$ cat src/rtl/decode_buffer_stage_if.sv
// decode_buffer_stage_if
//   Bundle of every non-clock/reset signal of the decode buffer stage.
//   slave  : the decode buffer itself (takes fetch/execute inputs, drives D_*).
//   master : the environment around it (fetch + execute side).
//   Groups: fetch handshake + fields (f_*), execute feedback (e_*, E_*),
//           head outputs (D_*), occupancy / stall statistics.
interface decode_buffer_stage_if #(
  parameter int DEPTH = 4,
  parameter int N     = 12,
  parameter int XLEN  = 32
);
  localparam int CW = $clog2(DEPTH) + 1;

  // handshake
  logic            f_to_d_valid;
  logic            d_allow_in;
  logic            e_allow_in;
  logic            d_to_e_valid;

  // execute feedback
  logic            fact_success;
  logic            e_is_jump_instr;
  logic            e_valid;
  logic [6:0]      E_opcode;
  logic [4:0]      E_rd;

  // fetch fields
  logic [XLEN-1:0] F_pc;
  logic [XLEN-1:0] f_default_pc;
  logic [XLEN-1:0] f_imm;
  logic [XLEN-1:0] f_instr;
  logic [6:0]      f_opcode;
  logic [4:0]      f_rd;
  logic [4:0]      f_rs1;
  logic [4:0]      f_rs2;
  logic [9:0]      f_funct;
  logic [2:0]      f_instr_type;
  logic            f_is_jump_instr;
  logic            f_pred_taken;
  logic [N-1:0]    f_pred_history;

  // head fields
  logic [XLEN-1:0] D_pc;
  logic [XLEN-1:0] D_default_pc;
  logic [XLEN-1:0] D_imm;
  logic [XLEN-1:0] D_instr;
  logic [XLEN-1:0] D_cur_pc;
  logic [XLEN-1:0] D_pred_pc;
  logic [6:0]      D_opcode;
  logic [4:0]      D_rd;
  logic [4:0]      D_rs1;
  logic [4:0]      D_rs2;
  logic [9:0]      D_funct;
  logic [2:0]      D_instr_type;
  logic            D_is_jump_instr;
  logic            D_pred_taken;
  logic            D_commit;
  logic [N-1:0]    D_pred_history;

  // statistics
  logic [CW-1:0]   d_count;
  logic [31:0]     d_stall_cnt;

  modport slave (
    input  f_to_d_valid, e_allow_in, fact_success, e_is_jump_instr, e_valid,
           E_opcode, E_rd, F_pc, f_default_pc, f_imm, f_instr, f_opcode,
           f_rd, f_rs1, f_rs2, f_funct, f_instr_type, f_is_jump_instr,
           f_pred_taken, f_pred_history,
    output d_allow_in, d_to_e_valid, D_pc, D_default_pc, D_imm, D_instr,
           D_cur_pc, D_pred_pc, D_opcode, D_rd, D_rs1, D_rs2, D_funct,
           D_instr_type, D_is_jump_instr, D_pred_taken, D_commit,
           D_pred_history, d_count, d_stall_cnt
  );

  modport master (
    output f_to_d_valid, e_allow_in, fact_success, e_is_jump_instr, e_valid,
           E_opcode, E_rd, F_pc, f_default_pc, f_imm, f_instr, f_opcode,
           f_rd, f_rs1, f_rs2, f_funct, f_instr_type, f_is_jump_instr,
           f_pred_taken, f_pred_history,
    input  d_allow_in, d_to_e_valid, D_pc, D_default_pc, D_imm, D_instr,
           D_cur_pc, D_pred_pc, D_opcode, D_rd, D_rs1, D_rs2, D_funct,
           D_instr_type, D_is_jump_instr, D_pred_taken, D_commit,
           D_pred_history, d_count, d_stall_cnt
  );
endinterface

$ cat src/rtl/decode_buffer_stage.sv
// decode_buffer_stage
//   Fetch-to-decode stage built as a DEPTH-entry circular instruction queue.
//   The head entry drives the D_* fields toward execute. d_allow_in is a pure
//   function of occupancy, so there is no combinational e_allow_in path back
//   to fetch. Load-use hazards hold the head; a mispredict flush empties the
//   queue; a saturating counter records load-use stall cycles.
// Ports:
//   clk  : clock
//   rst  : synchronous active-high reset
//   bus  : decode_buffer_stage_if.slave (fetch fields/handshake in, execute
//          feedback in, head fields + d_count + d_stall_cnt out)
module decode_buffer_stage #(
  parameter int DEPTH = 4,
  parameter int N     = 12,
  parameter int XLEN  = 32
) (
  input logic                  clk,
  input logic                  rst,
  decode_buffer_stage_if.slave bus
);
  localparam int PW = $clog2(DEPTH);
  localparam int CW = PW + 1;

  // instruction-type and opcode encodings shared with the decoder
  localparam logic [2:0] TYPER   = 3'd1;
  localparam logic [2:0] TYPEI   = 3'd2;
  localparam logic [2:0] TYPES   = 3'd3;
  localparam logic [2:0] TYPEB   = 3'd4;
  localparam logic [6:0] OP_LOAD = 7'b0000011;

  localparam logic [XLEN-1:0] COMMIT_LO = XLEN'(32'h8000_0000);
  localparam logic [XLEN-1:0] COMMIT_HI = XLEN'(32'h87ff_ffff);

  typedef struct packed {
    logic [XLEN-1:0] pc;
    logic [XLEN-1:0] default_pc;
    logic [XLEN-1:0] imm;
    logic [XLEN-1:0] instr;
    logic [6:0]      opcode;
    logic [4:0]      rd;
    logic [4:0]      rs1;
    logic [4:0]      rs2;
    logic [9:0]      funct;
    logic [2:0]      instr_type;
    logic            is_jump;
    logic            pred_taken;
    logic [N-1:0]    pred_history;
    logic            commit;
  } entry_t;

  entry_t        mem_q [DEPTH];
  entry_t        head;
  entry_t        wr_entry;

  logic [PW-1:0] wr_ptr_q, wr_ptr_d;
  logic [PW-1:0] rd_ptr_q, rd_ptr_d;
  logic [CW-1:0] count_q, count_d;
  logic [31:0]   stall_cnt_q, stall_cnt_d;

  logic not_empty;
  logic allow_in;
  logic use_src1;
  logic use_src2;
  logic load_use;
  logic head_valid;
  logic flush;
  logic push;
  logic pop;

  assign head      = mem_q[rd_ptr_q];
  assign not_empty = (count_q != '0);
  assign allow_in  = (count_q != CW'(DEPTH));

  assign use_src1 = (head.instr_type == TYPER) || (head.instr_type == TYPEI) ||
                    (head.instr_type == TYPES) || (head.instr_type == TYPEB);
  assign use_src2 = (head.instr_type == TYPER) || (head.instr_type == TYPES) ||
                    (head.instr_type == TYPEB);

  assign load_use = bus.e_valid && (bus.E_opcode == OP_LOAD) && (bus.E_rd != 5'd0) &&
                    ((use_src1 && (bus.E_rd == head.rs1)) ||
                     (use_src2 && (bus.E_rd == head.rs2)));

  assign head_valid = not_empty && !load_use;
  assign flush      = !bus.fact_success && bus.e_is_jump_instr && bus.e_valid;
  // allow_in is occupancy-only: a pop in the same cycle never frees a full queue
  assign push       = bus.f_to_d_valid && allow_in && !flush;
  assign pop        = head_valid && bus.e_allow_in && !flush;

  always_comb begin
    wr_entry              = '0;
    wr_entry.pc           = bus.F_pc;
    wr_entry.default_pc   = bus.f_default_pc;
    wr_entry.imm          = bus.f_imm;
    wr_entry.instr        = bus.f_instr;
    wr_entry.opcode       = bus.f_opcode;
    wr_entry.rd           = bus.f_rd;
    wr_entry.rs1          = bus.f_rs1;
    wr_entry.rs2          = bus.f_rs2;
    wr_entry.funct        = bus.f_funct;
    wr_entry.instr_type   = bus.f_instr_type;
    wr_entry.is_jump      = bus.f_is_jump_instr;
    wr_entry.pred_taken   = bus.f_pred_taken;
    wr_entry.pred_history = bus.f_pred_history;
    wr_entry.commit       = (bus.F_pc >= COMMIT_LO) && (bus.F_pc <= COMMIT_HI);
  end

  always_comb begin
    wr_ptr_d    = wr_ptr_q;
    rd_ptr_d    = rd_ptr_q;
    count_d     = count_q;
    stall_cnt_d = stall_cnt_q;

    if (flush) begin
      wr_ptr_d = '0;
      rd_ptr_d = '0;
      count_d  = '0;
    end else begin
      // DEPTH is a power of two, so pointers wrap by plain overflow
      if (push) wr_ptr_d = wr_ptr_q + PW'(1);
      if (pop)  rd_ptr_d = rd_ptr_q + PW'(1);
      case ({push, pop})
        2'b10:   count_d = count_q + CW'(1);
        2'b01:   count_d = count_q - CW'(1);
        default: count_d = count_q;
      endcase
    end

    if (not_empty && load_use && !flush && (stall_cnt_q != 32'hFFFF_FFFF))
      stall_cnt_d = stall_cnt_q + 32'd1;
  end

  always_ff @(posedge clk) begin
    if (rst) begin
      wr_ptr_q    <= '0;
      rd_ptr_q    <= '0;
      count_q     <= '0;
      stall_cnt_q <= '0;
    end else begin
      wr_ptr_q    <= wr_ptr_d;
      rd_ptr_q    <= rd_ptr_d;
      count_q     <= count_d;
      stall_cnt_q <= stall_cnt_d;
    end
  end

  // entry storage carries no reset; D_* are meaningless while empty
  always_ff @(posedge clk) begin
    if (push) mem_q[wr_ptr_q] <= wr_entry;
  end

  assign bus.d_allow_in      = allow_in;
  assign bus.d_to_e_valid    = head_valid;
  assign bus.D_pc            = head.pc;
  assign bus.D_cur_pc        = head.pc;
  assign bus.D_default_pc    = head.default_pc;
  assign bus.D_pred_pc       = head.default_pc;
  assign bus.D_imm           = head.imm;
  assign bus.D_instr         = head.instr;
  assign bus.D_opcode        = head.opcode;
  assign bus.D_rd            = head.rd;
  assign bus.D_rs1           = head.rs1;
  assign bus.D_rs2           = head.rs2;
  assign bus.D_funct         = head.funct;
  assign bus.D_instr_type    = head.instr_type;
  assign bus.D_is_jump_instr = head.is_jump;
  assign bus.D_pred_taken    = head.pred_taken;
  assign bus.D_commit        = head.commit;
  assign bus.D_pred_history  = head.pred_history;
  assign bus.d_count         = count_q;
  assign bus.d_stall_cnt     = stall_cnt_q;
endmodule

$ cat src/flat_wrapper.sv
// flat-port wrapper written by rule: the top's interface ports become plain ports
module decode_buffer_stage_flat 
#(
  parameter int DEPTH = 4,
  parameter int N     = 12,
  parameter int XLEN  = 32
)
  (clk, rst, bus_f_to_d_valid, bus_e_allow_in, bus_fact_success, bus_e_is_jump_instr, bus_e_valid, bus_E_opcode, bus_E_rd, bus_F_pc, bus_f_default_pc, bus_f_imm, bus_f_instr, bus_f_opcode, bus_f_rd, bus_f_rs1, bus_f_rs2, bus_f_funct, bus_f_instr_type, bus_f_is_jump_instr, bus_f_pred_taken, bus_f_pred_history, bus_d_allow_in, bus_d_to_e_valid, bus_D_pc, bus_D_default_pc, bus_D_imm, bus_D_instr, bus_D_cur_pc, bus_D_pred_pc, bus_D_opcode, bus_D_rd, bus_D_rs1, bus_D_rs2, bus_D_funct, bus_D_instr_type, bus_D_is_jump_instr, bus_D_pred_taken, bus_D_commit, bus_D_pred_history, bus_d_count, bus_d_stall_cnt);
  decode_buffer_stage_if #(.DEPTH(DEPTH), .N(N), .XLEN(XLEN)) bus_i ();
  input logic clk;
  input logic rst;
  input wire logic [$bits(bus_i.f_to_d_valid)-1:0] bus_f_to_d_valid;
  input wire logic [$bits(bus_i.e_allow_in)-1:0] bus_e_allow_in;
  input wire logic [$bits(bus_i.fact_success)-1:0] bus_fact_success;
  input wire logic [$bits(bus_i.e_is_jump_instr)-1:0] bus_e_is_jump_instr;
  input wire logic [$bits(bus_i.e_valid)-1:0] bus_e_valid;
  input wire logic [$bits(bus_i.E_opcode)-1:0] bus_E_opcode;
  input wire logic [$bits(bus_i.E_rd)-1:0] bus_E_rd;
  input wire logic [$bits(bus_i.F_pc)-1:0] bus_F_pc;
  input wire logic [$bits(bus_i.f_default_pc)-1:0] bus_f_default_pc;
  input wire logic [$bits(bus_i.f_imm)-1:0] bus_f_imm;
  input wire logic [$bits(bus_i.f_instr)-1:0] bus_f_instr;
  input wire logic [$bits(bus_i.f_opcode)-1:0] bus_f_opcode;
  input wire logic [$bits(bus_i.f_rd)-1:0] bus_f_rd;
  input wire logic [$bits(bus_i.f_rs1)-1:0] bus_f_rs1;
  input wire logic [$bits(bus_i.f_rs2)-1:0] bus_f_rs2;
  input wire logic [$bits(bus_i.f_funct)-1:0] bus_f_funct;
  input wire logic [$bits(bus_i.f_instr_type)-1:0] bus_f_instr_type;
  input wire logic [$bits(bus_i.f_is_jump_instr)-1:0] bus_f_is_jump_instr;
  input wire logic [$bits(bus_i.f_pred_taken)-1:0] bus_f_pred_taken;
  input wire logic [$bits(bus_i.f_pred_history)-1:0] bus_f_pred_history;
  output wire logic [$bits(bus_i.d_allow_in)-1:0] bus_d_allow_in;
  output wire logic [$bits(bus_i.d_to_e_valid)-1:0] bus_d_to_e_valid;
  output wire logic [$bits(bus_i.D_pc)-1:0] bus_D_pc;
  output wire logic [$bits(bus_i.D_default_pc)-1:0] bus_D_default_pc;
  output wire logic [$bits(bus_i.D_imm)-1:0] bus_D_imm;
  output wire logic [$bits(bus_i.D_instr)-1:0] bus_D_instr;
  output wire logic [$bits(bus_i.D_cur_pc)-1:0] bus_D_cur_pc;
  output wire logic [$bits(bus_i.D_pred_pc)-1:0] bus_D_pred_pc;
  output wire logic [$bits(bus_i.D_opcode)-1:0] bus_D_opcode;
  output wire logic [$bits(bus_i.D_rd)-1:0] bus_D_rd;
  output wire logic [$bits(bus_i.D_rs1)-1:0] bus_D_rs1;
  output wire logic [$bits(bus_i.D_rs2)-1:0] bus_D_rs2;
  output wire logic [$bits(bus_i.D_funct)-1:0] bus_D_funct;
  output wire logic [$bits(bus_i.D_instr_type)-1:0] bus_D_instr_type;
  output wire logic [$bits(bus_i.D_is_jump_instr)-1:0] bus_D_is_jump_instr;
  output wire logic [$bits(bus_i.D_pred_taken)-1:0] bus_D_pred_taken;
  output wire logic [$bits(bus_i.D_commit)-1:0] bus_D_commit;
  output wire logic [$bits(bus_i.D_pred_history)-1:0] bus_D_pred_history;
  output wire logic [$bits(bus_i.d_count)-1:0] bus_d_count;
  output wire logic [$bits(bus_i.d_stall_cnt)-1:0] bus_d_stall_cnt;
  assign bus_i.f_to_d_valid = bus_f_to_d_valid;
  assign bus_i.e_allow_in = bus_e_allow_in;
  assign bus_i.fact_success = bus_fact_success;
  assign bus_i.e_is_jump_instr = bus_e_is_jump_instr;
  assign bus_i.e_valid = bus_e_valid;
  assign bus_i.E_opcode = bus_E_opcode;
  assign bus_i.E_rd = bus_E_rd;
  assign bus_i.F_pc = bus_F_pc;
  assign bus_i.f_default_pc = bus_f_default_pc;
  assign bus_i.f_imm = bus_f_imm;
  assign bus_i.f_instr = bus_f_instr;
  assign bus_i.f_opcode = bus_f_opcode;
  assign bus_i.f_rd = bus_f_rd;
  assign bus_i.f_rs1 = bus_f_rs1;
  assign bus_i.f_rs2 = bus_f_rs2;
  assign bus_i.f_funct = bus_f_funct;
  assign bus_i.f_instr_type = bus_f_instr_type;
  assign bus_i.f_is_jump_instr = bus_f_is_jump_instr;
  assign bus_i.f_pred_taken = bus_f_pred_taken;
  assign bus_i.f_pred_history = bus_f_pred_history;
  assign bus_d_allow_in = bus_i.d_allow_in;
  assign bus_d_to_e_valid = bus_i.d_to_e_valid;
  assign bus_D_pc = bus_i.D_pc;
  assign bus_D_default_pc = bus_i.D_default_pc;
  assign bus_D_imm = bus_i.D_imm;
  assign bus_D_instr = bus_i.D_instr;
  assign bus_D_cur_pc = bus_i.D_cur_pc;
  assign bus_D_pred_pc = bus_i.D_pred_pc;
  assign bus_D_opcode = bus_i.D_opcode;
  assign bus_D_rd = bus_i.D_rd;
  assign bus_D_rs1 = bus_i.D_rs1;
  assign bus_D_rs2 = bus_i.D_rs2;
  assign bus_D_funct = bus_i.D_funct;
  assign bus_D_instr_type = bus_i.D_instr_type;
  assign bus_D_is_jump_instr = bus_i.D_is_jump_instr;
  assign bus_D_pred_taken = bus_i.D_pred_taken;
  assign bus_D_commit = bus_i.D_commit;
  assign bus_D_pred_history = bus_i.D_pred_history;
  assign bus_d_count = bus_i.d_count;
  assign bus_d_stall_cnt = bus_i.d_stall_cnt;
  decode_buffer_stage #(.DEPTH(DEPTH), .N(N), .XLEN(XLEN)) u_core (.clk(clk), .rst(rst), .bus(bus_i));
endmodule
$ cat config.mk
export PLATFORM = sky130hd
export DESIGN_NAME = decode_buffer_stage_flat
export DESIGN_NICKNAME = d
export VERILOG_FILES = /design/src/rtl/decode_buffer_stage_if.sv /design/src/rtl/decode_buffer_stage.sv /design/src/flat_wrapper.sv
export SDC_FILE = /design/constraint.sdc
export NUM_CORES = 1
export LEC_CHECK = 0
export ABC_AREA = 1
export CAP_MARGIN = 40
export CORE_ASPECT_RATIO = 0.9
export CORE_MARGIN = 2
export CORE_UTILIZATION = 50
export CTS_BUF_LIST = sky130_fd_sc_hd__clkbuf_8
export DETAILED_ROUTE_END_ITERATION = 10
export GPL_ROUTABILITY_DRIVEN = 1
export PLACE_DENSITY = 0.79
export SLEW_MARGIN = 30
export SYNTH_ARGS = -nofsm -noshare
export SYNTH_HDL_FRONTEND = slang
export SYNTH_SLANG_ARGS = --single-unit
$ cat constraint.sdc
create_clock -name clk -period 9.8 [get_ports clk]
set_input_delay 0.98 -clock clk [delete_from_list [all_inputs] [get_ports clk]]
set_output_delay 0.98 -clock clk [all_outputs]
set_load 0.02 [all_outputs]
==> results.py, run 1 <==
metrics = {
    "placement": {
        "post_dp_cell_area_um2": 34700,
        "globalplace.congestion": 0.858,
        "dp_slack_ns": 5.15,
        "hpwl_um": 43900,
        "port_buffers": 474,
    },
    "timing": {
        "maxSlewHeadroom_pct": 43.7,
        "hold_viol": 0,
        "tightest_slew_ns": 0.845,
        "fin_crit_ns": 5.38,
        "fin_ws_ns": 4.42,
        "fmax_mhz": 186,
        "skew_ns": 0.0489,
        "setup_viol": 0,
        "rsz0062_at_grt": "false",
        "drv_slew": 0,
        "fin_crit_sh_pct": 54.9,
        "tns_ns": 0,
    },
    "setup_path": {
        "crit_required_ns": 8.82,
        "cp_num_buf_inv": 4,
        "timing.critical_path.mode_cell": "buf_4",
        "max_stage_delay_ns": 0.80,
        "arrival_ns": 4.40,
        "cp_max_fo": 71,
        "worstSetupStartpointType": "flop",
        "cp_cell_sequence": "buf_4, buf_4, buf_12, o21ai_0, o22ai_1, clkdlybuf4s50_1",
        "criticalPathCategory": "reg -> out",
        "cpLargestDelayFamily": "buffers and inverters",
        "end_kind": "output port",
        "worst_path_max_delay_cell": "dfxtp_4",
    },
    "flow_run": {
        "maxCapViolCount": 0,
    },
    "clocking": {
        "post_cts_resized": 0,
        "h-tree-depth": 3,
        "cts_setup_buffers": 0,
        "cts_hold_repair.buffers": 0,
        "root_buffer": "clkbuf_8",
        "clkTransAtPathRegs_ns": 0.06,
        "cts_made_buffers": 112,
        "clock_path_buffers": 3,
        "tritoncts": "yes",
        "clock_latency_ns": 0.74,
        "cts.sinks": 753,
    },
    "synthesis": {
        "synth_top_family_by_area": "compound AO/OA/AOI/OAI gates",
        "synth_fa_ha_area_share_pct": 0.322,
        "ys_seq_elements": 753,
        "yosysTopAreaCellShare_pct": 72.3,
        "synthTopCellsByArea": "edfxtp_1 72%, o21ai_0 5.8%, nor2_1 5.2%",
        "synth_ff_type": "edfxtp_1",
        "synth_xor_area_share_pct": 0.0593,
        "synth_cell_types": 40,
        "synth_compound_area_share_pct": 9.92,
        "async_flop_share_pct": 0,
        "seq_area_frac_synth_pct": 75.1,
        "yosys_warnings": 0,
        "synth_area_um2": 29600,
        "yosys.area_share.simple_pct": 9.81,
        "synthMuxAreaShare_pct": 0,
        "synth_area_per_cell_um2": 12.9,
        "synth_edf_count": 712,
        "yosysTopAreaCell": "edfxtp_1",
        "synthCells": 2297,
        "synth_fp_nets": 2500,
    },
    "finish": {
        "num-nets-final": 2930,
        "drive_gt1_share_pct": 7.34,
        "syn2layout_area_growth_pct": 24.8,
        "final_cell_area_um2": 36900,
        "final_core_util_pct": 63.1,
        "fill_cells": 4202,
    },
    "global_routing": {
        "antenna_found_initial": 16,
        "grt_max_degree": 142,
        "grt_pass1_wl_um": 110000,
        "grt_pass1_vias": 20000,
        "gr-usage-all-layers_pct": 23.1,
        "grt_overflow_total": 0,
    },
    "floorplan": {
        "design.core.area_um2": 58400,
        "start_util_pct": 50.6,
        "die-area_um2": 61100,
        "io_pins": 475,
        "die_x_um": 260,
        "die_y_um": 235,
        "rows": 84,
    },
    "detailed_routing": {
        "via_per_inst": 5.52,
        "drt_iter0_markers": 1586,
        "drt_pass1_iterations": 5,
        "wire_per_inst_um": 20.1,
        "ant_nets": 0,
        "drc": 0,
        "vias": 19900,
        "drt-total-wl_um": 72400,
    },
    "power_and_ir_drop": {
        "power_density_nw_per_um2": 202,
        "p_leak_nw": 12.7,
        "fin_total_pwr_mw": 7.46,
        "max-vdd-ir-drop_mv": 0.156,
    },
    "min_path": {
        "hp-class": "reg -> reg",
    },
    "outcome": {
        "outcome": "finished, final reports clean",
    },
}
## metrics by stage
step                      cells  hold slack (ns)
after global placement     3375            0.476
after floorplan            2297            0.464
after global routing       3602            0.521
after CTS                  3592            0.499
after detailed placement   3384            0.488
final                      3606            0.496
## final timing paths
kind | start | endpoint | slack (ns) | cells past startpoint
setup reg to reg | flop | u_core.bus.d_count[2] | 5.87 | 19
hold reg to reg | u_core.bus.d_count[0] | u_core.bus.d_count[0] | 0.50 | 2
setup / recovery | flop | bus_D_pc[14] | 4.42 | 6
hold / removal | u_core.bus.d_count[0] | u_core.bus.d_count[0] | 0.50 | 2
## logic make-up after synthesis
logic type | after synthesis
AND/OR/NAND/NOR | 712
AO/OA/AOI/OAI | 532
adder cells (fa/ha/maj) | 7
XOR/XNOR | 2
flip-flops | 753
buffers and inverters | 291
## placed cells by master, fill, tap and decap left out, types with 2 or more instances in the layout
cell	n
nand4_1	23
nand3_2	2
inv_12	3
a21oi_1	9
nand3b_1	2
clkinv_2	16
buf_12	4
o22ai_1	165
edfxtp_1	712
xor2_1	2
nor2_2	7
inv_6	2
buf_4	14
ha_1	6
diode_2	11
clkinv_1	39
clkinvlp_4	2
nor2_4	4
o21ai_2	3
inv_8	2
dfxtp_4	2
nor4_1	6
clkbuf_8	112
buf_16	6
dfxtp_1	39
clkdlybuf4s50_1	474
o21bai_2	7
buf_6	7
nor2_1	406
inv_1	126
o21ai_0	345
nor3_1	5
nand2_1	193
bufinv_16	5
nand3_1	57
## registers in the layout (all words and copies together) (netlist names), named ones only
signal and count:
u_core.mem_q 712, u_core.wr_ptr_q 2, u_core.bus.d_count 3, u_core.bus.d_stall_cnt 32, u_core.rd_ptr_q 2
## metal layers
metal	track usage [%]	routed length, um	vias to the layer above
li1	-	-	9153
met1	28.5	27700	9744
met2	38.6	36300	881
met3	7.30	6670	122
met4	7.97	1670	8
met5	0	60	-
## synth_stat cells, drive strengths merged (2+ instances only)
cell type / instances
edfxtp: 712
nor2: 417
o21ai: 348
nand2: 195
o22ai: 165
clkbuf: 107
inv: 100
buf: 83
nand3: 60
dfxtp: 41
nand4: 23
a21oi: 10
o21bai: 7
ha: 6
nor3: 6
nor4: 6
nand3b: 2
xor2: 2
## worst min-delay path, delay by kind of cell (launching register included)
kind	cells	cell delay, ns
AOI/OAI and AO/OA	1	0.05
DFF	1	0.33
and+or+nand+nor	1	0.07
## area by class of cell
| cell class | count | area [um^2] | share of cell area, % |
|---|---|---|---|
| diodes | 11 | 27.5 | 0.0746 |
| repair buffers | 506 | 5190 | 14.1 |
| well taps | 774 | 968 | 2.63 |
| inverters | 101 | 392 | 1.06 |
| multi-input cells | 1253 | 5970 | 16.2 |
| clock buffers | 112 | 1540 | 4.18 |
| clock inverters | 96 | 582 | 1.58 |
| flip-flops and latches | 753 | 22200 | 60.2 |
## power by group
part	switching (mW)	total (mW)	internal, mW
Sequential	0.0449	3.73	3.68
Clock	1.19	2.40	1.21
Combinational	0.803	1.33	0.529
Total	2.04	7.46	5.42
Note: power is estimated with default switching activity, not from simulation.
==> inputs of run 2 (changes only) <==
--- a/config.mk
+++ b/config.mk
@@ -9,11 +9,11 @@
 export CAP_MARGIN = 40
 export CORE_ASPECT_RATIO = 0.9
 export CORE_MARGIN = 2
-export CORE_UTILIZATION = 50
+export CORE_UTILIZATION = 55
 export CTS_BUF_LIST = sky130_fd_sc_hd__clkbuf_8
 export DETAILED_ROUTE_END_ITERATION = 10
 export GPL_ROUTABILITY_DRIVEN = 1
-export PLACE_DENSITY = 0.79
+export PLACE_DENSITY = 0.83
 export SLEW_MARGIN = 30
 export SYNTH_ARGS = -nofsm -noshare
 export SYNTH_HDL_FRONTEND = slang
==> constraint.sdc (replaced) <==
create_clock -name clk -period 5.4 [get_ports clk]
set_input_delay 0.54 -clock clk [delete_from_list [all_inputs] [get_ports clk]]
set_output_delay 0.54 -clock clk [all_outputs]
set_load 0.02 [all_outputs]
==> run 2 against run 1 <==
Wire length rose by 0.57%; clock skew fell by 0.014 ns; sequential power rose by 81%; power rose by 84%; clock-buffer cell count rose by 3; final area rose by 0.22%; critical path depth rose by 6; utilization rose by 6.6 points; cell count fell by 2.1%; register-to-register slack got worse by 4.6 ns; die area fell by 8.9%; non-clock buffer count rose by 1; critical path type unchanged.
==> results.py, run 2 (synthesis gave the netlist of run 1 again) <==
metrics = {
    "global_routing": {
        "gr-usage-all-layers_pct": 25.7,
        "grt_pass1_vias": 19800,
        "grt_overflow_total": 0,
        "grt_max_degree": 207,
        "grt_pass1_wl_um": 110000,
        "antenna_found_initial": 13,
    },
    "detailed_routing": {
        "drt_iter0_markers": 1656,
        "drc": 0,
        "drt_pass1_iterations": 5,
        "vias": 20000,
        "wire_per_inst_um": 20.6,
        "via_per_inst": 5.66,
        "ant_nets": 0,
        "drt-total-wl_um": 72800,
    },
    "setup_path": {
        "arrival_ns": 4.14,
        "end_kind": "output port",
        "cp_max_fo": 206,
        "worstSetupStartpointType": "flop",
        "criticalPathCategory": "reg -> out",
        "crit_required_ns": 4.86,
    },
    "finish": {
        "final_cell_mix": "712 x edfxtp_1, 474 x clkdlybuf4s50_1, 406 x nor2_1, 345 x o21ai_0, 193 x nand2_1",
        "syn2layout_area_growth_pct": 25.0,
        "final_common_cell": "edfxtp_1",
        "largest_register_ffs": 712,
        "drive_gt1_share_pct": 7.83,
        "largest_register": "u_core.mem_q",
        "num-nets-final": 2932,
        "fin_cells": 3529,
        "multi_input_area_um2": 5970,
        "seq_area_um2": 22200,
        "fill_cells": 3423,
    },
    "floorplan": {
        "die_y_um": 224,
        "rows": 80,
        "die_x_um": 248,
        "start_util_pct": 55.7,
        "die-area_um2": 55600,
        "io_pins": 475,
        "design.core.area_um2": 53100,
    },
    "power_and_ir_drop": {
        "power_density_nw_per_um2": 371,
        "fin_total_pwr_mw": 13.7,
        "p_leak_nw": 12.8,
        "max-vdd-ir-drop_mv": 0.346,
    },
    "clocking": {
        "cts_setup_buffers": 0,
        "cts.sinks": 753,
        "root_buffer": "clkbuf_8",
        "cts_hold_repair.buffers": 0,
        "h-tree-depth": 3,
        "clock_path_buffers": 3,
        "cts_made_buffers": 113,
        "post_cts_resized": 0,
        "clock_latency_ns": 0.70,
        "clkTransAtPathRegs_ns": 0.07,
        "tritoncts": "yes",
    },
    "timing": {
        "rsz0062_at_grt": "false",
        "setup_viol": 0,
        "fin_ws_ns": 0.715,
        "fin_crit_ns": 4.68,
        "hold_viol": 0,
        "skew_ns": 0.0354,
        "tightest_slew_ns": 0.907,
        "tns_ns": 0,
        "fin_crit_sh_pct": 86.8,
        "drv_slew": 0,
        "fmax_mhz": 213,
        "maxSlewHeadroom_pct": 39.5,
    },
    "outcome": {
        "outcome": "finished, final reports clean",
    },
    "placement": {
        "place_inst": 3308,
        "dp_slack_ns": 1.37,
        "hpwl_um": 43200,
        "globalplace.congestion": 0.898,
        "port_buffers": 474,
    },
    "flow_run": {
        "maxCapViolCount": 0,
    },
    "min_path": {
        "hp-class": "in -> reg",
    },
}
[run 2: per-layer routing]
metal	wire length, um	global-route usage (%)	vias to the layer above
met1	27000	31.5	9727
met4	2000	9.31	12
met3	6890	7.80	145
met2	36800	43.3	907
met5	79	0	-
li1	-	-	9179
[run 2: per-stage QoR]
step	utilization (%)	hold slack, ns	instance area (um^2)
after CTS	69.5	0.400	36900
after global routing	69.7	0.421	37000
after detailed placement	65.3	0.508	34700
after global placement	65.1	0.474	34500
final	69.7	0.468	37000
after floorplan	-	0.464	29600
[run 2: worst paths after layout]
| path | start | endpoint | slack [ns] | cells after the start |
|---|---|---|---|---|
| setup / recovery | flop | bus_d_to_e_valid | 0.72 | 12 |
| hold / removal | bus_f_instr[9] | u_core.mem_q[1][59] | 0.47 | 1 |
| setup reg to reg | flop | u_core.bus.d_count[2] | 1.28 | 20 |
| hold reg to reg | u_core.bus.d_count[0] | u_core.bus.d_count[0] | 0.52 | 2 |
[run 2: where the power goes]
group / internal (mW) / switching (mW) / leakage [nW] / total [mW]
Sequential: 6.68 / 0.0862 / 6.85 / 6.76
Clock: 2.38 / 2.15 / 1.23 / 4.53
Combinational: 0.966 / 1.46 / 4.70 / 2.43
[run 2: cell type report]
| cell class | instances | area share (%) |
|---|---|---|
| sequential | 753 | 60.1 |
| antenna | 8 | 0.0542 |
| clock inverter | 95 | 1.72 |
| tap | 697 | 2.36 |
| multi-input combinational | 1253 | 16.2 |
| inverter | 101 | 1.05 |
| clock buffer | 115 | 4.28 |
| timing repair buffer | 507 | 14.3 |
[run 2: critical path, stage by stage (launching register included)]
cell and delay, ns:
dfxtp_4 0.84, buf_12 0.65, nand2_1 0.10, nand3_1 0.14
nand2_1 0.09, nand2_1 0.07, nand2_1 0.06, nand2_1 0.08
nor2_1 0.06, nand2_1 0.11, nand2_4 0.15, a21boi_0 0.28
clkdlybuf4s50_1 0.65
==> inputs of run 3 (changes only) <==
--- a/config.mk
+++ b/config.mk
@@ -6,14 +6,15 @@
 export NUM_CORES = 1
 export LEC_CHECK = 0
 export ABC_AREA = 1
-export CAP_MARGIN = 40
+export CAP_MARGIN = 20
 export CORE_ASPECT_RATIO = 0.9
 export CORE_MARGIN = 2
 export CORE_UTILIZATION = 55
 export CTS_BUF_LIST = sky130_fd_sc_hd__clkbuf_8
 export DETAILED_ROUTE_END_ITERATION = 10
+export DONT_BUFFER_PORTS = 1
 export GPL_ROUTABILITY_DRIVEN = 1
-export PLACE_DENSITY = 0.83
+export PLACE_DENSITY = 0.71
 export SLEW_MARGIN = 30
 export SYNTH_ARGS = -nofsm -noshare
 export SYNTH_HDL_FRONTEND = slang
==> run 3 against run 2 <==
Wire length decreased by 7.0%; clock power decreased by 5.7%; sequential power about the same; register-to-register slack improved by 0.37 ns; highest routed layer unchanged; sequential share of layout area increased by 5.4 points; global-route usage decreased by 2.0 points.
==> results.py, run 3 (synthesis gave the netlist of run 1 again) <==
metrics = {
    "clocking": {
        "root_buffer": "clkbuf_8",
        "cts_made_buffers": 111,
        "clkTransAtPathRegs_ns": 0.06,
        "tritoncts": "yes",
        "clock_latency_ns": 0.73,
        "cts.sinks": 753,
        "clock_path_buffers": 3,
        "h-tree-depth": 3,
        "post_cts_resized": 0,
    },
    "outcome": {
        "outcome": "finished, final reports clean",
    },
    "detailed_routing": {
        "drt_pass1_iterations": 5,
        "drt-total-wl_um": 67700,
        "via_per_inst": 5.76,
        "ant_nets": 0,
        "wire_per_inst_um": 21.0,
        "drt_iter0_markers": 1448,
        "drc": 0,
        "vias": 18600,
    },
    "finish": {
        "syn2layout_area_growth_pct": 14.7,
        "drive_gt1_share_pct": 8.73,
        "fill_cells": 3784,
        "largest_register_ffs": 712,
        "multi_input_area_um2": 6080,
        "largest_register": "u_core.mem_q",
        "num-nets-final": 2636,
        "seq_area_um2": 22200,
        "final_common_cell": "edfxtp_1",
        "final_cell_mix": "712 x edfxtp_1, 406 x nor2_1, 345 x o21ai_0, 193 x nand2_1, 179 x dlygate4sd3_1",
        "fin_cells": 3226,
        "final_core_util_pct": 63.9,
    },
    "floorplan": {
        "die-area_um2": 55600,
        "start_util_pct": 55.7,
        "die_x_um": 248,
        "io_pins": 475,
        "die_y_um": 224,
        "rows": 80,
        "design.core.area_um2": 53100,
    },
    "timing": {
        "maxSlewHeadroom_pct": 25.7,
        "fin_crit_sh_pct": 77.0,
        "skew_ns": 0.0487,
        "hold_viol": 0,
        "drv_slew": 0,
        "fmax_mhz": 240,
        "rsz0062_at_grt": "false",
        "whs_ns": 0.0815,
        "fin_crit_ns": 4.16,
        "tightest_slew_ns": 1.11,
        "setup_viol": 0,
    },
    "setup_path": {
        "cp_max_fo": 200,
        "criticalPathCategory": "reg -> out",
        "worstSetupStartpointType": "flop",
        "crit_required_ns": 4.86,
        "end_kind": "output port",
        "arrival_ns": 3.62,
        "ff2ff_path_depth": 18,
    },
    "min_path": {
        "hold_path_depth": 3,
        "hp-class": "in -> reg",
    },
    "power_and_ir_drop": {
        "p_leak_nw": 11.7,
        "p_clk_share_pct": 33.5,
        "combinationalPowerShare_pct": 13.7,
        "pwr-share-seq_pct": 52.9,
        "switching_share_pct": 27.9,
        "fin_total_pwr_mw": 12.8,
        "power.switching_mw": 3.56,
        "power_density_nw_per_um2": 376,
        "p_int_mw": 9.20,
        "max-vdd-ir-drop_mv": 0.403,
    },
    "placement": {
        "hpwl_um": 38100,
        "port_buffers": 0,
        "globalplace.congestion": 0.838,
        "place_inst": 2838,
    },
    "global_routing": {
        "antenna_found_initial": 10,
        "grt_pass1_wl_um": 101000,
        "grt_pass1_vias": 18300,
        "gr-usage-all-layers_pct": 23.7,
        "grt_max_degree": 201,
        "grt_overflow_total": 0,
    },
    "flow_run": {
        "maxCapViolCount": 0,
    },
}
## run 3: final timing paths
kind                                          from                    end  slack, ns
worst max-delay path                          flop      bus_D_pred_pc[22]       1.24
worst min-delay path                           rst     u_core.wr_ptr_q[1]       0.08
worst max register to register                flop  u_core.bus.d_count[1]       1.65
worst min register to register  u_core.rd_ptr_q[1]                   flop       0.50
## run 3: routing by layer
layer  global-route usage (%)  share of wire (%)  vias to the layer above
met5                        0              0.052                        -
met4                     8.06                2.4                        6
met3                     7.19                8.3                      121
met2                     40.1                 50                      708
met1                     29.1                 39                     9178
li1                         -                  -                     8555
## run 3: cell type report
class                   instances  share of cell area [%]
diodes                          8                  0.0590
clock buffers                 113                    4.59
clock inverters                88                    1.50
inverters                     101                    1.15
multi-input cells            1253                    17.9
flip-flops and latches        753                    65.5
well taps                     697                    2.57
repair buffers                213                    6.73
## run 3: power by group through the flow
stage                     Clock [mW]  Sequential (mW)  Combinational [mW]
after global placement             0             6.86                1.52
final                           4.27             6.75                1.74
after global routing            4.59             6.76                1.87
after floorplan                    0             6.89                1.32
after detailed placement           0             6.87                1.57
after CTS                       4.32             6.74                1.73
## run 3: metrics by stage
stage	setup TNS (ns)	cell area, um^2	setup WS, ns
6_report	0	33900	1.24
5_1_grt	0	33900	1.06
4_1_cts	0	33900	1.27
3_5_place_dp	0	30000	1.65
3_3_place_gp	0	29900	1.76
2_1_floorplan	-609.35	29600	-0.856
## run 3: timing repair
item	CTS	global route
hold buffers	179	0
setup buffers	0	0
endpoints found under the hold margin	711	0
## run 3: worst max-delay path, cell delays in order, from the launching register on
cell     delay (ns)
dfxtp_4        0.39
buf_12         0.54
buf_4          0.69
o21ai_0        0.19
o22ai_1        0.84
